File: src/rtl/modifying_adder_seq.sv
// Triplet sequencer for the three-operand complex adder: o1 = i1 + i3, o2 = i1 + i2,
// emitted as a two-beat valid/ready stream with frame-last marking and sticky overflow.
module modifying_adder_seq #(
  parameter int bit_width = 16,
  parameter bit SAT       = 1'b0
) (
  input  logic                        clk,
  input  logic                        rst,
  input  logic                        in_valid,
  output logic                        in_ready,
  input  logic signed [bit_width-1:0] Re_in,
  input  logic signed [bit_width-1:0] Im_in,
  input  logic                        in_last,
  output logic                        out_valid,
  input  logic                        out_ready,
  output logic signed [bit_width-1:0] Re_out,
  output logic signed [bit_width-1:0] Im_out,
  output logic                        out_sel,
  output logic                        out_last,
  output logic                        ovf
);
  localparam int W = bit_width;

  typedef enum logic [2:0] {
    LD1  = 3'd0,
    LD2  = 3'd1,
    LD3  = 3'd2,
    FIRE = 3'd3,
    OUT1 = 3'd4,
    OUT2 = 3'd5
  } state_t;

  // Complex operand packed as {re, im}
  typedef logic [2*W-1:0] cplx_t;

  function automatic logic [W:0] ext_add(input logic [W-1:0] a, input logic [W-1:0] b);
    return {a[W-1], a} + {b[W-1], b};
  endfunction

  function automatic logic sum_ovf(input logic [W:0] s);
    return s[W] ^ s[W-1];
  endfunction

  function automatic logic [W-1:0] fit(input logic [W:0] s);
    logic [W-1:0] res;
    if (SAT && sum_ovf(s)) begin
      res = s[W] ? {1'b1, {(W-1){1'b0}}} : {1'b0, {(W-1){1'b1}}};
    end else begin
      res = s[W-1:0];
    end
    return res;
  endfunction

  state_t       state_q, state_d;
  cplx_t        op1_q, op1_d, op2_q, op2_d, op3_q, op3_d;
  cplx_t        r1_q, r1_d, r2_q, r2_d;
  logic         last_pend_q, last_pend_d;
  logic         ovf_arm_q, ovf_arm_d;
  logic         ovf_q, ovf_d;
  logic         out_valid_q, out_valid_d;
  logic         out_sel_q, out_sel_d;
  logic         out_last_q, out_last_d;
  logic [W-1:0] re_out_q, re_out_d, im_out_q, im_out_d;

  logic         accept_s;
  logic         fire_ovf_s;
  logic [W:0]   s1_re_s, s1_im_s, s2_re_s, s2_im_s;

  assign in_ready = ~rst & ((state_q == LD1) | (state_q == LD2) | (state_q == LD3));
  assign accept_s = in_valid & in_ready;

  assign s1_re_s = ext_add(op1_q[2*W-1:W], op3_q[2*W-1:W]);
  assign s1_im_s = ext_add(op1_q[W-1:0],   op3_q[W-1:0]);
  assign s2_re_s = ext_add(op1_q[2*W-1:W], op2_q[2*W-1:W]);
  assign s2_im_s = ext_add(op1_q[W-1:0],   op2_q[W-1:0]);
  assign fire_ovf_s = sum_ovf(s1_re_s) | sum_ovf(s1_im_s) | sum_ovf(s2_re_s) | sum_ovf(s2_im_s);

  assign out_valid = out_valid_q;
  assign Re_out    = re_out_q;
  assign Im_out    = im_out_q;
  assign out_sel   = out_sel_q;
  assign out_last  = out_last_q;
  assign ovf       = ovf_q;

  always_comb begin
    state_d     = state_q;
    op1_d       = op1_q;
    op2_d       = op2_q;
    op3_d       = op3_q;
    r1_d        = r1_q;
    r2_d        = r2_q;
    last_pend_d = last_pend_q;
    ovf_arm_d   = ovf_arm_q;
    ovf_d       = ovf_q;
    out_valid_d = out_valid_q;
    out_sel_d   = out_sel_q;
    out_last_d  = out_last_q;
    re_out_d    = re_out_q;
    im_out_d    = im_out_q;

    case (state_q)
      LD1: begin
        if (accept_s) begin
          op1_d = {Re_in, Im_in};
          // First accept after a frame-last handshake opens a new overflow window
          if (ovf_arm_q) begin
            ovf_d     = 1'b0;
            ovf_arm_d = 1'b0;
          end else begin
            ovf_d = ovf_q;
          end
          if (in_last) begin
            op2_d       = '0;
            op3_d       = '0;
            last_pend_d = 1'b1;
            state_d     = FIRE;
          end else begin
            state_d = LD2;
          end
        end else begin
          state_d = LD1;
        end
      end
      LD2: begin
        if (accept_s) begin
          op2_d = {Re_in, Im_in};
          if (in_last) begin
            op3_d       = '0;
            last_pend_d = 1'b1;
            state_d     = FIRE;
          end else begin
            state_d = LD3;
          end
        end else begin
          state_d = LD2;
        end
      end
      LD3: begin
        if (accept_s) begin
          op3_d       = {Re_in, Im_in};
          last_pend_d = in_last;
          state_d     = FIRE;
        end else begin
          state_d = LD3;
        end
      end
      FIRE: begin
        r1_d        = {fit(s1_re_s), fit(s1_im_s)};
        r2_d        = {fit(s2_re_s), fit(s2_im_s)};
        ovf_d       = ovf_q | fire_ovf_s;
        out_valid_d = 1'b1;
        re_out_d    = fit(s1_re_s);
        im_out_d    = fit(s1_im_s);
        out_sel_d   = 1'b0;
        out_last_d  = 1'b0;
        state_d     = OUT1;
      end
      OUT1: begin
        if (out_ready) begin
          re_out_d   = r2_q[2*W-1:W];
          im_out_d   = r2_q[W-1:0];
          out_sel_d  = 1'b1;
          out_last_d = last_pend_q;
          state_d    = OUT2;
        end else begin
          state_d = OUT1;
        end
      end
      OUT2: begin
        if (out_ready) begin
          out_valid_d = 1'b0;
          re_out_d    = '0;
          im_out_d    = '0;
          out_sel_d   = 1'b0;
          out_last_d  = 1'b0;
          state_d     = LD1;
          if (last_pend_q) begin
            last_pend_d = 1'b0;
            ovf_arm_d   = 1'b1;
          end else begin
            last_pend_d = last_pend_q;
          end
        end else begin
          state_d = OUT2;
        end
      end
      default: begin
        state_d = LD1;
      end
    endcase
  end

  // Single state/output register bank; reset discards any partial triplet or pending beat
  always_ff @(posedge clk) begin
    if (rst) begin
      state_q     <= LD1;
      op1_q       <= '0;
      op2_q       <= '0;
      op3_q       <= '0;
      r1_q        <= '0;
      r2_q        <= '0;
      last_pend_q <= 1'b0;
      ovf_arm_q   <= 1'b0;
      ovf_q       <= 1'b0;
      out_valid_q <= 1'b0;
      out_sel_q   <= 1'b0;
      out_last_q  <= 1'b0;
      re_out_q    <= '0;
      im_out_q    <= '0;
    end else begin
      state_q     <= state_d;
      op1_q       <= op1_d;
      op2_q       <= op2_d;
      op3_q       <= op3_d;
      r1_q        <= r1_d;
      r2_q        <= r2_d;
      last_pend_q <= last_pend_d;
      ovf_arm_q   <= ovf_arm_d;
      ovf_q       <= ovf_d;
      out_valid_q <= out_valid_d;
      out_sel_q   <= out_sel_d;
      out_last_q  <= out_last_d;
      re_out_q    <= re_out_d;
      im_out_q    <= im_out_d;
    end
  end

endmodule

File: config.mk
export PLATFORM = sky130hd
export DESIGN_NAME = modifying_adder_seq
export DESIGN_NICKNAME = d
export VERILOG_FILES = /design/src/rtl/modifying_adder_seq.sv
export SDC_FILE = /design/constraint.sdc
export NUM_CORES = 1
export LEC_CHECK = 0
export CORE_UTILIZATION = 40
export CTS_CLUSTER_SIZE = 40
export DETAILED_ROUTE_END_ITERATION = 8
export PLACE_DENSITY = 0.63
export SLEW_MARGIN = 40
export SYNTH_ARGS = -nofsm -noshare
export SYNTH_HDL_FRONTEND = slang
export SYNTH_SLANG_ARGS = --single-unit
File: constraint.sdc
create_clock -name clk -period 2.9 [get_ports clk]
set_input_delay 0.58 -clock clk [delete_from_list [all_inputs] [get_ports clk]]
set_output_delay 0.58 -clock clk [all_outputs]
set_load 0.02 [all_outputs]
==> impl_results.md, run 1 <==
* Post-CTS Hold Buffers at 0
* R2R cell count at 11
* Initial DRC count at about 660
* Clock latency at the later pin of the worst-skew pair at 0.43 ns
* WHS Path Cells at 2
* Startpoint Class: register
* WL met1 at ~13 mm
* Clk slew on worst S/H paths at around 0.060 ns
* Slew Limit Fails at 0
* Die H at ~150 µm
* CP bufs+invs at 0
* Site Rows at 54
* Top-count cell post-synth: dfxtp_1
* Post-Route Setup TNS at 0 ns
* Outcome: completed
* Worst-path fanout max at 2
* CP Data Required Time at roughly 3.2 ns
* First-pass GRT wire length at 40.4 mm
* Pre-Repair DR Iteration Count at 5
* Initial antenna violation count at 0
* Final core occ at 49.2%
* CTS Sinks at between 150 and 200
* Share of the yosys chip area belonging to registers at between 30% and 40%
* Leak Pwr at 4.18 nW
* Post-synth EDFFs at 0
* GRT Resource Usage Total at 23.1%
* Cell taking the most area after synthesis: dfxtp_1
* Synth Area per Inst at slightly above 8 µm²
* Synthesis-to-finish area growth at 21.2%
* Final net count at roughly 1200
* Vias at around 8000
* Fin crit share at between 90 and 100%
* Total global routing overflow at 0
* Die area at 0.0227 mm²
* Share of layout cells above drive strength 1 at around 8.7%
* Hold Fails Final Rpt at 0
* Power Dens Cells at around 500 mW/mm²
* Final wirelength at between 20 and 30 mm
* Largest net degree at the start of global routing at roughly 170
* Fin crit period at 2.89 ns
* Final worst slack at between 0.008 and 0.009 ns
* Crit path max-delay family: compound AO/OA/AOI/OAI gates
* Initial Util at about two fifths
* Vias in the first global route at around 7500
* Synth top cells by count: 169 x dfxtp_1, 136 x nor2_1, 135 x nand2_1
* Layout Skew at 0.00826 ns
* Top cells by area, synth: dfxtp_1 38%, ha_1 9.1%, a21oi_1 6.2%
* Crit path cell chain: ha_2 > fa_2 > a21o_1 > a311o_1 > a221o_1 > nand2_1 > o31a_1 > o21ai_2 > a31oi_4 > xnor2_1 > o41a_1
* Worst-case hold slack at ~0.45 ns
* Slowest cell on crit path: o41a_1
* Met3 wire length at roughly 1.0 mm
* Worst Setup End Kind: register
* Yosys cell types at 59
* Pre-CTS setup slack at -0.0637 ns
* Core ar. at between 0.02 and 0.025 mm²
* Synth Cell Area at approximately 0.0088 mm²
* TritonCTS clock tree: built
* H-tree depth at 4
* FF+latch count, synth at roughly 170
* Remaining DRCs at 0
* Net Count, Synth at roughly 1200
* Power Total at 5.29 mW
* Post-DP HPWL at between 15 and 20 mm
* Actual slew at the worst max-slew pin at roughly 0.74 ns
* Worst Hold Class: reg2reg
* Metal2 WL at between 10 and 15 mm
* RSZ-0062 raised after global routing: true
* Post-Synthesis Cells at between 1000 and 1500
* Max Cap Viol at 0
* WS Path Type: reg2reg
* Top Layer Used: met4
* Diodes inserted at 0
* WP depth at 11
* CP arrival at about 3.2 ns
* CTS root buffer: clkbuf_16
* Total CTS buffers at 17
* Peak Freq at roughly 0.35 GHz
* Primary FF master, synth: dfxtp_1
* Delay of the slowest cell on the worst path at around 0.4 ns
* Die width at 151 µm
* Top cell type's share of synthesized area at a little under two fifths
* Num ports at 74
* I/O Buffers at 73
* Max-slew headroom at about half
* Routed len/inst at 17.8 µm
* Final setup vio count at 0
* Vias per cell at between 5 and 6
* Routed Antenna Nets at 0
* Peak supply drop at 0.381 mV
* Final GP Congestion at approximately 0.83
* CTS max path bufs at 2
* YS warnings at 0
* Post-synth ARST share at 0%
layout by cell type, fill, tap and decap left out, types with 3 or more instances in the layout:
master | synthesis | layout
clkbuf_1 | 69 | 3
clkinvlp_4 | 0 | 3
nand4_1 | 6 | 6
nand3_1 | 15 | 15
buf_4 | 0 | 43
nor2b_1 | 3 | 3
a211oi_1 | 28 | 27
or3_1 | 3 | 3
o21ai_2 | 1 | 3
a221oi_1 | 15 | 14
o21a_1 | 8 | 8
dfxtp_1 | 169 | 167
nand3b_1 | 3 | 3
nor3b_1 | 12 | 11
o21ai_1 | 3 | 4
nor2_1 | 136 | 136
a21o_1 | 23 | 23
a31oi_1 | 10 | 9
o21bai_1 | 9 | 9
clkbuf_16 | 0 | 17
o211ai_1 | 5 | 5
inv_1 | 14 | 14
xnor2_1 | 32 | 32
a21oi_1 | 109 | 107
or4_1 | 4 | 3
and2_1 | 7 | 7
nand2b_1 | 15 | 14
o21ai_0 | 21 | 18
nor3_1 | 35 | 34
xor2_1 | 13 | 13
clkdlybuf4s50_1 | 0 | 72
a22oi_1 | 66 | 66
nand2_1 | 135 | 135
ha_1 | 64 | 61
a31oi_4 | 1 | 3
per-stage QoR:
stage                     instance area, µm²  instances
after CTS                              10600       1426
after global routing                   10700       1429
after detailed placement               10000       1397
after global placement                 10000       1397
final                                  10700       1429
after floorplan                         8830       1073
power breakdown:
group          internal, mW  switching, mW  leakage (nW)
Clock                  1.30          0.929         0.264
Sequential             2.39         0.0507          1.37
Combinational         0.248          0.376          2.55
worst reg2reg max path: stages (launching register included):
cell	delay, ns
dfxtp_1	0.31
ha_2	0.20
fa_2	0.34
a21o_1	0.18
a311o_1	0.38
a221o_1	0.34
nand2_1	0.10
o31a_1	0.16
o21ai_2	0.09
a31oi_4	0.20
xnor2_1	0.08
o41a_1	0.40
metal layers:
metal	global-route usage [%]	vias up
met4	7.10	0
met1	32.4	3861
met2	36.3	160
met3	3.42	24
met5	0	-
li1	-	3982
what timing repair did:
action,in CTS,in global routing
gates resized for setup,7,18
setup buffers,0,3
pin swaps,0,10
endpoints found under the setup margin,2,8
path summary, 6_finish.rpt:
path,endpoint,start,slack (ns)
worst min register to register,r2_q[3],r2_q[3],0.45
worst min-delay path,r2_q[3],r2_q[3],0.45
worst max-delay path,ovf,op1_q[0],0.008
worst max register to register,ovf,op1_q[0],0.008
state kept, by name, indices dropped and copies added (netlist names), 3 cells and up:
| name | flops |
|---|---|
| Im_out | 16 |
| Re_out | 16 |
| op1_q | 32 |
| op2_q | 32 |
| op3_q | 32 |
| r2_q | 32 |
| state_q | 3 |
final cells by class:
type                            count  area (µm²)
Clock buffer                       22         464
Clock inverter                      7        96.3
Tap cell                          280         350
Multi-Input combinational cell    820        5270
Timing Repair Buffer              117        1080
Sequential cell                   169        3390
Inverter                           14        52.6
Fill cell                        2122       11100
cells by family after synthesis:
logic type      Yosys count  share of synthesized area (%)
simple gates            382                           19.0
fa+ha+maj                68                           9.97
xor+xnor                 45                           4.46
compound gates          325                           24.7
buf+inv                  84                           3.57
flops                   169                           38.3
Note: power is estimated with default switching activity, not from simulation.
==> run 2: changes to the inputs <==
--- a/config.mk
+++ b/config.mk
@@ -5,10 +5,10 @@
 export SDC_FILE = /design/constraint.sdc
 export NUM_CORES = 1
 export LEC_CHECK = 0
-export CORE_UTILIZATION = 40
+export CORE_UTILIZATION = 30
 export CTS_CLUSTER_SIZE = 40
 export DETAILED_ROUTE_END_ITERATION = 8
-export PLACE_DENSITY = 0.63
+export PLACE_DENSITY = 0.5
 export SLEW_MARGIN = 40
 export SYNTH_ARGS = -nofsm -noshare
 export SYNTH_HDL_FRONTEND = slang
==> run 2 against run 1 <==
  * Highest routed layer unchanged
  * Critical endpoint unchanged
  * Flip-flop and latch count unchanged
  * Combinational power increased by 0.6%
  * Die area increased by 33%
  * Setup slack improved by 0.079 ns
  * Register-to-register slack improved by 0.08 ns
  * Global-route usage decreased by 5.1 points
  * Hold slack improved by 0.0031 ns
  * Cell count increased by 8.0%
  * Clock power increased by 16%
  * Critical path depth unchanged
==> impl_results.md, run 2 (synthesized netlist as in run 1, its figures left out) <==
* Outcome: completed
* Post-DP HPWL at 18.4 mm (+7.3%)
* I/O Buffers at 73 (unchanged)
* Max-slew headroom at 49.1% (-1.3 points)
* Largest net degree at the start of global routing at 168 (unchanged)
* Placed instance area at 0.0102 mm² (+1.9%)
* Peak supply drop at 0.410 mV (+7.5%)
* CP bufs+invs at 0 (unchanged)
* Site Rows at 62 (+15%)
* Pre-Repair DR Iteration Count at 5 (unchanged)
* Post-Route Setup TNS at 0 ns (unchanged)
* Die width at 174 µm (+15%)
* CP Data Required Time at 3.22 ns (about the same)
* Commonest cells after routing, fill and taps aside: 167 x dfxtp_1, 136 x nor2_1, 135 x nand2_1
* Initial DRC count at 556 (-16%)
* Post-CTS Hold Buffers at 0 (unchanged)
* Slowest cell on crit path: o41a_1
* Clk slew on worst S/H paths at 0.07 ns (about the same)
* CTS root buffer: clkbuf_16
* Total global routing overflow at 0 (unchanged)
* Worst Hold Class: reg2reg
* Startpoint Class: register
* Routed len/inst at 17.4 µm (-2.4%)
* Hold Fails Final Rpt at 0 (unchanged)
* Initial Util at 30.6% (-10 points)
* Share of layout cells above drive strength 1 at 9.58% (+0.87 points)
* CTS max path bufs at 2 (unchanged)
* Die area at 0.0301 mm² (+33%)
* Final setup vio count at 0 (unchanged)
* Fin crit period at 2.81 ns (-0.0786 ns)
* Crit path max-delay family: compound AO/OA/AOI/OAI gates
* Fin crit share at 97.0% (-2.7 points)
* Final net count at 1251 (+0.56%)
* WS Path Type: reg2reg
* Power Dens Cells at 514 mW/mm² (+4.1%)
* RSZ-0062 raised after global routing: true
* Die H at 174 µm (+15%)
* Total CTS buffers at 17 (unchanged)
* Core ar. at 0.0289 mm² (+33%)
* First-pass GRT wire length at 42.4 mm (+5.0%)
* Routed Antenna Nets at 0 (unchanged)
* Final Cell Area at 0.0110 mm² (+2.7%)
* Leak Pwr at 4.28 nW (+2.5%)
* Num ports at 74 (unchanged)
* Peak Freq at 0.356 GHz (+2.8%)
* Delay of the slowest cell on the worst path at 0.39 ns (about the same)
* Synthesis-to-finish area growth at 24.4%
* TritonCTS clock tree: built
* Vias in the first global route at 7595 (+1.4%)
* Worst Setup End Kind: register
* Clock latency at the later pin of the worst-skew pair at 0.43 ns (about the same)
* Slew Limit Fails at 0 (unchanged)
* Vias per cell at 5.16 (-8.1%)
* Final GP Congestion at 0.813 (-2.5%)
* Remaining DRCs at 0 (unchanged)
* Vias at 7961 (-0.82%)
* Max Cap Viol at 0 (unchanged)
* Most common cell after layout, fill and taps aside: dfxtp_1
* Crit path cell chain: ha_4 > fa_2 > a21o_1 > a311o_1 > a221o_1 > nand2_1 > o31a_1 > o21ai_2 > a31oi_4 > xnor2_2 > o41a_1
* CP arrival at 3.13 ns (-0.07 ns)
* CTS Sinks at 169 (unchanged)
* Final wirelength at 26.8 mm (+5.3%)
* Actual slew at the worst max-slew pin at 0.763 ns (+0.0188 ns)
* Worst-path fanout max at 2 (unchanged)
* Diodes inserted at 0 (unchanged)
* GRT Resource Usage Total at 17.9% (-5.1 points)
* H-tree depth at 4 (unchanged)
* Layout Skew at 0.00887 ns (+0.000610 ns)
* Filler cells at 2998 (+41%)
* Initial antenna violation count at 0 (unchanged)
==> run 2: layer usage <==
layer / wire length [µm] / up-vias / GRT usage, %
met5: 0 / - / 0
met4: 361 / 0 / 4.61
met3: 890 / 23 / 2.92
met2: 12100 / 152 / 28.7
met1: 13500 / 3788 / 25.0
li1: - / 3998 / -
==> run 2: cell type report <==
cell class / count / area (µm²) / area share, %
clock buffer: 22 / 464 / 4.22
tap: 384 / 480 / 4.37
multi-input combinational: 820 / 5270 / 47.9
clock inverter: 10 / 190 / 1.73
timing repair buffer: 124 / 1150 / 10.4
sequential: 169 / 3390 / 30.8
inverter: 14 / 52.6 / 0.478
==> run 2: timing repair <==
action                                  CTS  global route
pin swaps                                 9             8
setup buffers                             2             1
endpoints found under the setup margin    1            11
resized for setup                         7            16
endpoints found under the hold margin     0             0
==> run 2: through the flow <==
stage	cells	worst slack [ns]	hold WS (ns)	utilization [%]	total power [mW]
floorplan	1073	0.0991	0.427	-	2.84
global placement	1508	-0.0519	0.435	35.4	3.11
detailed placement	1508	-0.0611	0.441	35.4	3.11
CTS	1542	0.00290	0.453	37.8	5.70
global route	1543	-0.0845	0.474	38.1	5.87
finish	1543	0.0871	0.450	38.1	5.65
==> run 2: worst reg2reg max path, stage by stage, from the launching register on <==
cell,delay [ns]
dfxtp_2,0.34
ha_4,0.16
fa_2,0.34
a21o_1,0.18
a311o_1,0.33
a221o_1,0.34
nand2_1,0.09
o31a_1,0.17
o21ai_2,0.09
a31oi_4,0.20
xnor2_2,0.07
o41a_1,0.39
==> run 2: worst paths after layout <==
kind / cells after the start / slack, ns / startpoint / end
worst min register to register: 2 / 0.45 / out_last / out_last
worst max-delay path: 11 / 0.09 / op1_q[0] / ovf
worst min-delay path: 2 / 0.45 / out_last / out_last
worst max register to register: 11 / 0.09 / op1_q[0] / ovf
==> run 2: power breakdown <==
part | switching (mW) | internal [mW] | leakage [nW] | total (mW)
Sequential | 0.0511 | 2.39 | 1.37 | 2.44
Clock | 1.00 | 1.58 | 0.319 | 2.59
Combinational | 0.377 | 0.252 | 2.59 | 0.628
Total | 1.43 | 4.22 | 4.28 | 5.65
